File: config.mk
export PLATFORM = sky130hd
export DESIGN_NAME = cont_mod10
export DESIGN_NICKNAME = d
export VERILOG_FILES = /design/src/rtl/cont_mod10.sv
export SDC_FILE = /design/constraint.sdc
export NUM_CORES = 1
export LEC_CHECK = 0
export ABC_AREA = 1
export ABC_CLOCK_PERIOD_IN_PS = 1500
export BUFFER_PORTS_ARGS = -buffer_cell sky130_fd_sc_hd__buf_2
export CAP_MARGIN = 15
export CELL_PAD_IN_SITES_DETAIL_PLACEMENT = 1
export CELL_PAD_IN_SITES_GLOBAL_PLACEMENT = 2
export CORE_AREA = 2 2 39 41
export DETAILED_ROUTE_END_ITERATION = 8
export DIE_AREA = 0 0 41 43
export GPL_ROUTABILITY_DRIVEN = 1
export PLACE_DENSITY = 0.61
export SETUP_SLACK_MARGIN = 0.15
export SLEW_MARGIN = 20
export SYNTH_ARGS = -nofsm -noshare
export SYNTH_HDL_FRONTEND = slang
export SYNTH_SLANG_ARGS = --single-unit
File: constraint.sdc
create_clock -name clk -period 1.5 [get_ports clk]
set_clock_uncertainty 0.15 [all_clocks]
set_input_delay 0.15 -clock clk [delete_from_list [all_inputs] [get_ports clk]]
set_output_delay 0.15 -clock clk [all_outputs]
set_load 0.05 [all_outputs]
File: src/rtl/cont_mod10.sv
// Decade (modulo-MODULUS) up-counter with combinational terminal-count flag.
// Counts on every rising clk edge; asynchronous active-high reset.
`timescale 1ns/1ps
module cont_mod10 #(
  parameter int unsigned MODULUS = 10,
  parameter int unsigned WIDTH   = 4
) (
  input  logic             clk,
  input  logic             rst,
  output logic [WIDTH-1:0] cont,
  output logic             tc
);

  localparam logic [WIDTH-1:0] LAST = WIDTH'(MODULUS - 1);

  logic [WIDTH-1:0] cont_q;
  logic [WIDTH-1:0] cont_d;

  // ">=" also folds any forced out-of-range value back to 0 on the next edge.
  always_comb begin
    cont_d = cont_q + WIDTH'(1);
    if (cont_q >= LAST) begin
      cont_d = '0;
    end
  end

  always_ff @(posedge clk or posedge rst) begin
    if (rst) begin
      cont_q <= '0;
    end else begin
      cont_q <= cont_d;
    end
  end

  assign cont = cont_q;
  assign tc   = (cont_q == LAST);

endmodule

==> After elaboration in Yosys (flattened, before gate mapping) <==
Cells that the tools add are included.
{ "classes": {"n_addsub": 1, "n_mux": 1, "magnitude_cmp": 1, "n_eq_ne": 1} }
{ "ops": {"columns": ["cell", "n"], "rows": [
  ["$add 4x1->4 const B", 1],
  ["$eq 4x4->1 const B", 1],
  ["$ge 4x4->1 const B", 1],
  ["$mux 4", 1]
]} }
{ "word_totals": {"output_inout_bits": 5, "wordCells": 5, "register_bits": 4, "input_bits": 2} }

==> Depth between registers and ports, before layout <==
{ "depth": {"word_depth": 2, "depth_mapped": 5, "mapped_depth_nobuf": 5} }

==> Worst setup path after synthesis <==
Ideal clock, no wire load.
{ "synth_timing": {"path_type": "flip-flop to output port", "start": "reg cont_q[0] (netlist: cont[0])", "end": "out tc", "setup_slack_ps": -459, "stages_incl_launch_ff": 4, "arrival_time_ps": 1659, "path_buffers": 0, "path_cell_list": "dfrtp_1 -> ha_1 -> nand2_1 -> nor2_1"} }
{ "synth_between": {"elab_chain_len": 1} }
{ "synth_lines": {"columns": ["item", "line", "rtl"], "rows": [
  ["from (decl)", "16", "logic [WIDTH-1:0] cont_q;"],
  ["from (signal assigned)", "31", "cont_q <= cont_d;"],
  ["$eq 4x4->1", "36", "assign tc = (cont_q == LAST);"],
  ["to (decl)", "11", "output logic tc"]
]} }
No other way between the ends.

==> Worst setup path after layout <==
{ "layout_timing": {"start": "reg cont_q[1] (netlist: cont[1])", "end": "out tc"} }
The elaborated chain is that of the path after synthesis.

==> results.ini <==
[outcome]
status=finished, final reports clean

[timing]
drv_slew=0
clock.fmax_mhz=699
tns_ns=0
fin_crit_sh_pct=95.4
max_slew_margin_pct=83.4
rsz0062_at_grt=yes
tightestPinTransition_ns=0.250
hold_viol_final=0
fin_crit_ns=1.43
setup-violations-final=0

[cells_and_area]
area_delta_synth_final_pct=77.7
largest_reg_flops=4
drive_above_1_share_pct=59.5
fin_nets=48
diodes=0
design_area_um2=389
filler_cell_count=171
final_cells=58

[routing]
drt-total-wl_um=541
drc_errors=0
drtIter0Drc=0
ant_nets=0
post_drt_wl_per_cell_um=9.33
drtPass1Iterations=1
via_count=225
drt-vias-per-instance=3.88

[power_and_ir_drop]
power_density_mw_per_mm2=677
p_leak_uw=0.000190
power.total_uw=263
vdd_drop_max_v=0.000563

[floorplanning]
dieArea_mm2=0.00176
start_util_pct=15.8
die_w_um=41
fp.coreArea_mm2=0.00138
rows=14
die_height_um=43
io_pins=7

[global_route]
grt_max_degree=8
overflow=0
grt_pass1_vias=219
grt_first_pass_wirelength_um=890
grt_usage_pct=7.95
antenna_found_initial=0

[critical_path]
endpoint_kind=output pin
r2r-start=cont[0]$_DFF_PP0_
cp-startpoint=cont[1]$_DFF_PP0_
crit_required_ns=1.20
worstSetupPathType=reg -> out
start_kind=register
crit_fanout=2
cp.arrival_ns=1.13

[run]
max_cap_violations=0

[synthesis]
synthXorXnorAreaFrac_pct=0
synth_compound_area_share_pct=9.14
ys_warn_count=0
syn_area_um2=219
yosys.area_share.simple_pct=17.7
synth_cell_types=9
avgSynthCellArea_um2=8.42
syn_inst=26
muxShareOfSynthArea_pct=0
ys_seq_area_share_pct=45.7
synth-adder-area-share_pct=17.1
synth_top_family_by_area=simple AND/OR/NAND/NOR gates
syn_nets=31
ys_seq_elements=4

[clocking]
clk_pin_slew_ns=0.04
clockBufferDepth=2
clock_latency_ns=0.24
clock-sinks=4
cts_root_buffer=clkbuf_4
cts_max_level=1
cts_tree=done
cts-buffers-inserted=3

[place]
post-place-cells=48
port_buffers=6
hpwl_um=368
place_congestion=0.701
placed_area_um2=295

[worst_hold_path]
hold_path_class=in -> async

## stage by stage
stage	utilization (%)	setup WS, ns	hold WS [ns]
floorplan	-	0.0966	-0.234
detailed placement	21.3	0.154	-0.113
global route	28.1	0.0198	0.217
finish	28.1	0.0689	0.181
CTS	26.4	0.0562	0.185
global placement	21.3	0.175	-0.119
## cell usage after synthesis
cell,instances,area [µm²]
a21oi_1,3,15.0
o21ai_0,1,5.00
nor2_2,1,6.26
ha_1,3,37.5
dfrtp_1,4,100
nand2_1,5,18.8
nand3_1,2,10.0
inv_1,6,22.5
nor2_1,1,3.75
## what timing repair did
action	in CTS	in global routing
endpoints found under the hold margin	4	0
setup endpoints to repair	1	6
setup buffers	3	2
pin swaps	1	1
hold buffers	1	0
gates cloned	0	0
resized for setup	3	4
## cell usage in the layout (no fill, tap or decap), types with 2 or more instances in the layout
cell type and count:
a21oi_1 3, buf_2 5, buf_4 5, clkbuf_4 3, dfrtp_2 3, inv_1 4
inv_2 2, nand2_1 3, nand3_1 2
## layout make-up
| class | count | area (µm²) | share of cell area, % |
|---|---|---|---|
| Clock buffer | 4 | 26.3 | 6.75 |
| Inverter | 6 | 22.5 | 5.79 |
| Multi-Input combinational cell | 16 | 129 | 33.1 |
| Sequential cell | 4 | 104 | 26.7 |
| Tap cell | 16 | 20.0 | 5.14 |
| Timing Repair Buffer | 12 | 87.6 | 22.5 |
## critical path, cell delays in order, from the launching register on
cell and delay [ns]:
dfrtp_2 0.40, inv_2 0.07, ha_4 0.14, nand2_4 0.05, nor2_4 0.08, buf_8 0.15
## power by group
| group | switching [µW] | internal (µW) |
|---|---|---|
| combinational | 2.40 | 2.78 |
| clock | 49.6 | 100 |
| sequential | 0 | 108 |
## routing by layer
metal | wire length, µm | global-route usage, % | up-vias
li1 | - | - | 114
met1 | 214 | 9.39 | 105
met2 | 298 | 10.9 | 6
met3 | 28 | 6.28 | 0
met4 | 0 | 2.00 | 0
met5 | 0 | 0 | -
## logic make-up after synthesis
family	Yosys count
buffers and inverters	6
AOI/OAI and AO/OA	4
DFF	4
adders and majority gates	3
and+or+nand+nor	9
## path summary, 6_finish.rpt
| kind | end | slack (ns) | cells after the start |
|---|---|---|---|
| setup / recovery | tc | 0.07 | 5 |
| hold / removal | cont[1]$_DFF_PP0_ | 0.18 | 3 |
| setup reg to reg | cont[1]$_DFF_PP0_ | 0.17 | 5 |
| hold reg to reg | cont[0]$_DFF_PP0_ | 0.36 | 1 |
| max in group asynchronous | cont[3]$_DFF_PP0_ | 0.86 | 3 |
| min in group clk | cont[0]$_DFF_PP0_ | 0.36 | 1 |
Note: power is estimated with default switching activity, not from simulation.
